[src/rtl/irq_rr_controller_pkg.sv]
// Shared constants for the round-robin interrupt controller: FSM state
// encodings and the width of the post-acknowledge holdoff counter.
package irq_rr_controller_pkg;

   localparam logic [1:0] IDLE   = 2'd0;
   localparam logic [1:0] ASSERT = 2'd1;
   localparam logic [1:0] HOLD   = 2'd2;

   localparam int HOLD_W = 4;

endpackage

[src/rtl/irq_pending_flag.sv]
// Single pending bit: synchronous reset, set wins over clear so a request
// arriving in the acknowledge cycle is never lost.
module irq_pending_flag (
   input  logic clk,
   input  logic rst,
   input  logic set,
   input  logic clr,
   output logic flag
);

   // NOTE: sequential state uses non-blocking assignments so every flop
   // samples pre-edge values regardless of block evaluation order.
   always_ff @(posedge clk) begin
      if (rst)
         flag <= 1'b0;
      else if (set)
         flag <= 1'b1;
      else if (clr)
         flag <= 1'b0;
   end

endmodule

[src/rtl/irq_rr_controller.sv]
// Latches interrupt request pulses, arbitrates them round-robin, and drives a
// single registered interrupt line plus vector with a holdoff after each ack.
module irq_rr_controller
   import irq_rr_controller_pkg::*;
#(
   parameter int N_SRC   = 4,
   parameter int VEC_W   = 2,
   parameter int HOLDOFF = 2
) (
   input  logic              clk,
   input  logic              rst,
   input  logic [N_SRC-1:0]  irq_set,
   input  logic [N_SRC-1:0]  irq_mask,
   input  logic              intr_ack,
   output logic              intr,
   output logic [VEC_W-1:0]  vector,
   output logic [N_SRC-1:0]  pending,
   output logic              busy
);

   logic [1:0]        state;
   logic [HOLD_W-1:0] hold_cnt;
   logic [VEC_W-1:0]  rr_ptr;
   logic [VEC_W-1:0]  winner;
   logic [VEC_W-1:0]  next_ptr;
   logic              found;
   logic [N_SRC-1:0]  eligible;
   logic [N_SRC-1:0]  clr;

   for (genvar i = 0; i < N_SRC; i++) begin : g_flag
      irq_pending_flag u_flag (
         .clk  (clk),
         .rst  (rst),
         .set  (irq_set[i]),
         .clr  (clr[i]),
         .flag (pending[i])
      );
   end

   assign eligible = pending & irq_mask;
   assign busy     = (state == ASSERT) || (state == HOLD);
   assign next_ptr = (vector == VEC_W'(N_SRC - 1)) ? '0 : vector + 1'b1;

   // Only an ack while asserting clears anything; stray acks are harmless.
   always_comb begin
      // NOTE: every always_comb output gets a default first so no path
      // leaves it unassigned and infers a latch.
      clr = '0;
      if (state == ASSERT && intr_ack)
         clr[vector] = 1'b1;
   end

   // Scan from rr_ptr upward with wrap; the first eligible source wins.
   always_comb begin
      found  = 1'b0;
      winner = '0;
      for (int k = 0; k < N_SRC; k++) begin
         if (!found && eligible[(int'(rr_ptr) + k) % N_SRC]) begin
            found  = 1'b1;
            winner = VEC_W'((int'(rr_ptr) + k) % N_SRC);
         end
      end
   end

   always_ff @(posedge clk) begin
      if (rst) begin
         state    <= IDLE;
         intr     <= 1'b0;
         vector   <= '0;
         rr_ptr   <= '0;
         hold_cnt <= '0;
      end else begin
         case (state)
            IDLE: begin
               if (found) begin
                  vector <= winner;
                  intr   <= 1'b1;
                  state  <= ASSERT;
               end
            end
            ASSERT: begin
               if (intr_ack) begin
                  intr     <= 1'b0;
                  rr_ptr   <= next_ptr;
                  hold_cnt <= HOLD_W'(HOLDOFF);
                  state    <= (HOLDOFF == 0) ? IDLE : HOLD;
               end
            end
            HOLD: begin
               // Leaving on the count of one gives exactly HOLDOFF idle cycles.
               if (hold_cnt <= HOLD_W'(1)) begin
                  hold_cnt <= '0;
                  state    <= IDLE;
               end else begin
                  hold_cnt <= hold_cnt - 1'b1;
               end
            end
            default: state <= IDLE;
         endcase
      end
   end

endmodule

[config.mk]
export PLATFORM = sky130hd
export DESIGN_NAME = irq_rr_controller
export DESIGN_NICKNAME = d
export VERILOG_FILES = /design/src/rtl/irq_rr_controller_pkg.sv /design/src/rtl/irq_pending_flag.sv /design/src/rtl/irq_rr_controller.sv
export SDC_FILE = /design/constraint.sdc
export NUM_CORES = 1
export LEC_CHECK = 0
export ABC_AREA = 1
export CAP_MARGIN = 0
export CORE_MARGIN = 2
export CORE_UTILIZATION = 55
export DETAILED_ROUTE_END_ITERATION = 7
export GPL_ROUTABILITY_DRIVEN = 0
export PLACE_DENSITY_LB_ADDON = 0.05
export SYNTH_ARGS = -nofsm -noshare
export SYNTH_HDL_FRONTEND = slang
export SYNTH_SLANG_ARGS = --single-unit
[constraint.sdc]
create_clock -name clk -period 2.55 [get_ports clk]
set_clock_uncertainty 0.2 [all_clocks]
set_input_delay 0.3825 -clock clk [delete_from_list [all_inputs] [get_ports clk]]
set_output_delay 0.3825 -clock clk [all_outputs]
set_load 0.01 [all_outputs]
# Word-level counts from Yosys, hierarchy flattened
# Index checks and enable logic that the tools add are counted.
[op_classes] muxes=41 magnitude_cmp=7 bitwise_logic=4 reduce_logical=24 n_eq_ne=6 n_addsub=5
[op_table] operator="1-bit 2-to-1 mux" count=22
[op_table] operator="2-bit 2-to-1 mux" count=8
[op_table] operator="3-bit by 4-bit less-than comparator with 1-bit output, second input constant" count=3
[op_table] operator="4-bit 2-to-1 mux" count=3
[op_table] operator="2-bit nonzero test" count=6
[op_table] operator="1-bit binary-select mux with 2-bit select" count=4
[op_table] operator="4-bit one-hot mux with 2 select lines" count=1
[op_table] operator="2-bit by 3-bit less-than comparator with 1-bit output, second input constant" count=2
[op_table] operator="2-bit one-hot mux with 3 select lines" count=1
[op_table] operator="2-bit AND reduction" count=3
[op_table] operator="3-bit AND reduction" count=2
[op_table] operator="2-bit OR reduction" count=3
[op_table] operator="1-bit logical AND" count=5
[op_table] operator="2-bit by 1-bit adder with 2-bit output, second input constant" count=2
[op_table] operator="2-bit adder, second input constant" count=2
[op_table] operator="4-bit bitwise AND" count=1
[op_table] operator="2-bit == test, second input constant" count=2
[op_table] operator="4-bit by 1-bit less-or-equal comparator with 1-bit output, second input constant" count=1
[op_table] operator="2-bit inequality test, second input constant" count=2
[op_table] operator="4-bit by 1-bit subtractor with 4-bit output, second input constant" count=1
[op_table] operator="1-bit bitwise AND, first input constant" count=3
[op_table] operator="1-bit zero test" count=3
[op_table] operator="1-bit demux with 2-bit select" count=1
[op_table] operator="2-bit by 1-bit == test with 1-bit output, second input constant" count=1
[op_table] operator="other kinds (5)" count=5
[totals] word_cells=96 register_bits=15

# Longest topological paths before layout
[depth] word_depth=16 mapped_depth=10 mapped_depth_nobuf=10

# By module
# Synthesis repeated with hierarchy kept, for this count alone.
[unflattened] hier_cells=160 hier_area_um2=1113.6
[modules_own_cells] mod="irq_rr_controller" cells_per_inst=140 area_per_inst_um2=953.4 n_inst=1
[modules_own_cells] mod="irq_pending_flag" cells_per_inst=5 area_per_inst_um2=40.0 n_inst=4

# Least setup slack after synthesis
# No wires, ideal clock.
[synth_timing] path_type="register -> register" startpoint="register state[1]" endpoint="register hold_cnt[2]" path_stages_with_launch=10 setup_time_ns=0.116 synth_period_minus_slack_ns=1.623 slack_ns=0.927 arrival_time_ns=1.308 path_cell_list="dfxtp_1 > inv_1 > ha_1 > nand2_1 > inv_1 > a21oi_2 > inv_1 > nand2_1 > xor2_1 > nor2_1"
[synth_between] elab_chain_cells=3 elab_cells_between_ends=6 cone_classes="3 x eq/ne; 1 x mux; 2 x reduce/logical"
[synth_rtl] element="start: declaration" line="irq_rr_controller.sv:21" source="logic [1:0] state;"
[synth_rtl] element="start signal: assignment" line="irq_rr_controller.sv:86" source="state <= (HOLDOFF == 0) ? IDLE : HOLD;"
[synth_rtl] element="2-bit by 1-bit == test with 1-bit output or 2-bit == test (tied branches)" line="irq_rr_controller.sv:73" source="case (state)"
[synth_rtl] element="2-bit inequality test (no line) or 2-bit nonzero test (tied branches)"
[synth_rtl] element="2-bit AND reduction (no line)"
[synth_rtl] element="end signal: assignment" line="irq_rr_controller.sv:85" source="hold_cnt <= HOLD_W'(HOLDOFF);"
[synth_rtl] element="end signal: assignment" line="irq_rr_controller.sv:95" source="hold_cnt <= hold_cnt - 1'b1;"
[synth_rtl] element="end: declaration" line="irq_rr_controller.sv:22" source="logic [HOLD_W-1:0] hold_cnt;"
# Parallel ways exist; a longest one is shown, timed or not.
# A chain may end at the register's enable or synchronous reset.

# Final worst setup path
[layout_timing] startpoint="register state[0]" endpoint="output busy"
[layout_between] elab_chain_cells=2 elab_cells_between_ends=3 cone_classes="2 x eq/ne; 1 x reduce/logical"
[layout_rtl] element="2-bit by 1-bit == test with 1-bit output or 2-bit == test (tied branches)" line="irq_rr_controller.sv:41" source="assign busy = (state == ASSERT) || (state == HOLD);"
[layout_rtl] element="1-bit logical OR (*)" line="irq_rr_controller.sv:41"
[layout_rtl] element="end: declaration" line="irq_rr_controller.sv:18" source="output logic busy"
# Every way passes the cells marked *; elsewhere a longest branch is shown, timed or not.

==> parameters.txt <==
Parameter                              Value

Pwr
  Clock network fraction of total power ... 11.8%
  Worst VDD drop ... 0.671 mV
  Internal power ... 0.631 mW
  Sw Share ... 47.0%
  Power density of the placed cells ... 927 nW/um^2
  Leakage power of the design ... 0.575 nW
  Sequential power share ... 30.4%
  Combinational share of power ... 57.8%
  Psw ... 0.559 mW

Logic synthesis
  Sequential area share after synthesis ... 27.7%
  Number of distinct standard cells referenced by the synthesized netlist ... 26
  Biggest area contributors in the synthesized netlist ... sky130_fd_sc_hd__dfxtp_1 (28%), sky130_fd_sc_hd__nand2_1 (15%), sky130_fd_sc_hd__ha_1 (10%), sky130_fd_sc_hd__inv_1 (4.8%), sky130_fd_sc_hd__a21oi_2 (4.8%)
  Net count after synthesis ... 175
  Commonest register cell after synthesis ... sky130_fd_sc_hd__dfxtp_1
  Cell type with the largest total area after synthesis ... sky130_fd_sc_hd__dfxtp_1
  Total number of yosys warnings ... 0
  Count of mapped cells out of synthesis ... 155
  Post-synthesis sequential element count ... 15
  Mapped Avg Cell Area ... 7.00 sq um
  Area share of the largest cell type after synthesis ... 27.7%
  List of most frequent post-synthesis cells ... sky130_fd_sc_hd__nand2_1 (44), sky130_fd_sc_hd__dfxtp_1 (15), sky130_fd_sc_hd__inv_1 (14)
  Post-synthesis async set-or-reset flop share ... 0%
  Most numerous cell in the Yosys netlist ... sky130_fd_sc_hd__nand2_1
  EDFF count, synth ... 0
  Combined area of all synthesized cells ... 1080 sq um

Timing
  Final count of negative-setup-slack endpoints ... 0
  Final worst path period share ... 83.0%
  Time the worst path needs with I/O delays and setup ... 2120 ps
  Final setup TNS ... 0 ps
  Tightest Pin Transition ... 528 ps
  Final-report max-slew violation count ... 0
  Setup repair after global routing missed its margin ... no
  Max transition margin ... 64.7%
  Final critical-path setup slack ... 434 ps
  Maximum clock rate ... 473 MHz
  Final Hold Fails ... 0

CTS
  Clock Tree Root ... sky130_fd_sc_hd__clkbuf_4
  TritonCTS clock tree ... built
  Hold_buf cts ... 0
  Post-CTS repair timing setup buffer count ... 0
  Clock H-tree levels ... 1
  Number of gates resized after cts ... 0
  Post-CTS clock slew at the launch and capture registers of the worst setup and hold paths ... 90 ps
  Clock tree buffer depth ... 2
  Insertion delay to the later sink of the worst-skew pair ... 290 ps
  Number of buffers created by CTS ... 3
  Clock Sink Count ... 15

Drt
  Sum of met3 wire segment lengths after detailed routing ... 131 microns
  Number of routed nets with antenna violations ... 0
  DR iter-0 viols ... 33
  Drt first pass iters ... 4
  Routed length on met1 ... 1080 microns
  Highest metal layer used by the detailed router ... met4
  Met2 routed wirelength ... 1020 microns
  Mean routed wirelength per cell ... 11.3 microns
  Routed vias ... 1019
  Detailed-route vias per instance ... 5.15
  DRC errors left ... 0
  Routed wire length ... 2240 microns

Die
  Area of the core region ... 1900 sq um
  Number of placement rows ... 16
  Width of the die ... 48.4 microns
  Vertical extent of the die ... 48.4 microns
  Starting density of the core ... 57.0%
  Number of top-level design ports ... 19
  Floorplan die area ... 2340 sq um

Global route
  Pin count of the biggest net entering global routing ... 14
  Total congestion overflow ... 0
  Vias in the first global route ... 917
  All-Layer GR Usage ... 20.7%
  First-pass GRT wire length ... 3910 microns
  Number of antenna violations at the first check in global routing ... 0

Critical path
  Data required time at the worst endpoint ... 1970 ps
  Largest delay share family, worst path ... buffers and inverters
  Type of element launching the critical path ... register
  Arrival time reported for the critical path endpoint ... 1530 ps
  Maximum single-stage delay on the critical path ... 530 ps
  Cell Chain, Critical Path ... inv_1 > ha_1 > clkdlybuf4s50_1
  Count of buffer and inverter cells on the critical path ... 2
  Highest fanout seen on the critical path ... 3
  Category of the critical setup timing path ... register to output port
  CP max-delay cell ... sky130_fd_sc_hd__clkdlybuf4s50_1
  Crit path capture type ... output port

Run status
  Status ... finished, final reports clean

Place
  Number of buffers added on ports ... 18
  Setup WS pre-CTS ... 548 ps
  Detail Placement HPWL ... 1850 microns

Cells and area
  Share of layout cells above drive strength 1 ... 17.0%
  Number of nets in the finished design ... 192
  Synthesis-to-finish area growth ... 18.3%
  # diodes ... 0

Min path
  Worst hold-check path type ... register to register

Job
  Number of maximum-capacitance violations ... 0
layer usage:
metal | up-vias | global-route usage (%)
met4 | 0 | 7.62
met5 | - | 0
met3 | 3 | 4.94
li1 | 530 | -
met2 | 30 | 32.9
met1 | 456 | 27.4
worst paths after layout:
kind,startpoint,to,slack (ps),cells past startpoint
min,intr,intr,280,2
min reg2reg,intr,intr,280,2
max,state[0],busy,430,3
max reg2reg,rr_ptr[0],state[0],660,10
layout by cell type (no fill, tap or decap), types with 2 or more instances in the layout:
master,count
sky130_fd_sc_hd__clkbuf_4,3
sky130_fd_sc_hd__nand2_2,7
sky130_fd_sc_hd__nand3_1,6
sky130_fd_sc_hd__a21oi_1,9
sky130_fd_sc_hd__nand3_2,3
sky130_fd_sc_hd__nand4_1,3
sky130_fd_sc_hd__nand2_1,44
sky130_fd_sc_hd__nor2_1,13
sky130_fd_sc_hd__inv_2,3
sky130_fd_sc_hd__ha_1,9
sky130_fd_sc_hd__o21ai_2,2
sky130_fd_sc_hd__inv_1,14
sky130_fd_sc_hd__o21ai_0,6
sky130_fd_sc_hd__clkdlybuf4s50_1,18
sky130_fd_sc_hd__dfxtp_1,15
sky130_fd_sc_hd__a21oi_2,6
sequential cells by signal (all words and copies together), names as in the netlist:
register / cells
intr: 1
g_flag.u_flag.flag: 4
rr_ptr: 2
vector: 2
hold_cnt: 4
state: 2
power by group through the flow:
stage	sequential [mW]	combinational (mW)	clock, mW
after floorplan	0.351	0.525	0
after global placement	0.362	0.672	0
after detailed placement	0.366	0.683	0
after CTS	0.360	0.688	0.146
after global routing	0.370	0.781	0.155
final	0.362	0.687	0.141
stage by stage:
stage	cells	hold slack [ps]	power [mW]	utilization (%)	instance area, sq um
CTS	198	287	1.19	67.5	1280
global placement	194	258	1.03	65.9	1250
global route	198	302	1.31	67.5	1280
finish	198	281	1.19	67.5	1280
detailed placement	194	268	1.05	65.9	1250
floorplan	155	265	0.876	-	1080
cell families (layout without fill, tap and decap cells):
logic type      after synthesis  count (layout)  share of synthesized area (%)
simple gates                 81              81                           35.5
compound gates               25              25                           14.8
buf+inv                      23              39                           10.0
flops                        15              15                           27.7
fa+ha+maj                     9               9                           10.4
xor+xnor                      2               2                           1.62
tightest hold or removal path, delay by kind of cell (launching register included):
| family | cells | cell delay (ps) |
|---|---|---|
| AOI/OAI and AO/OA | 1 | 50 |
| DFF | 1 | 320 |
| and+or+nand+nor | 1 | 80 |
final cells by class:
| cell class | count | area, sq um |
|---|---|---|
| clock buffer | 3 | 22.5 |
| sequential | 15 | 300 |
| fill | 173 | 618 |
| clock inverter | 1 | 7.51 |
| tap | 27 | 33.8 |
| timing repair buffer | 18 | 180 |
| multi-input combinational | 117 | 676 |
| inverter | 17 | 63.8 |
(Power assumes the default switching activity.)
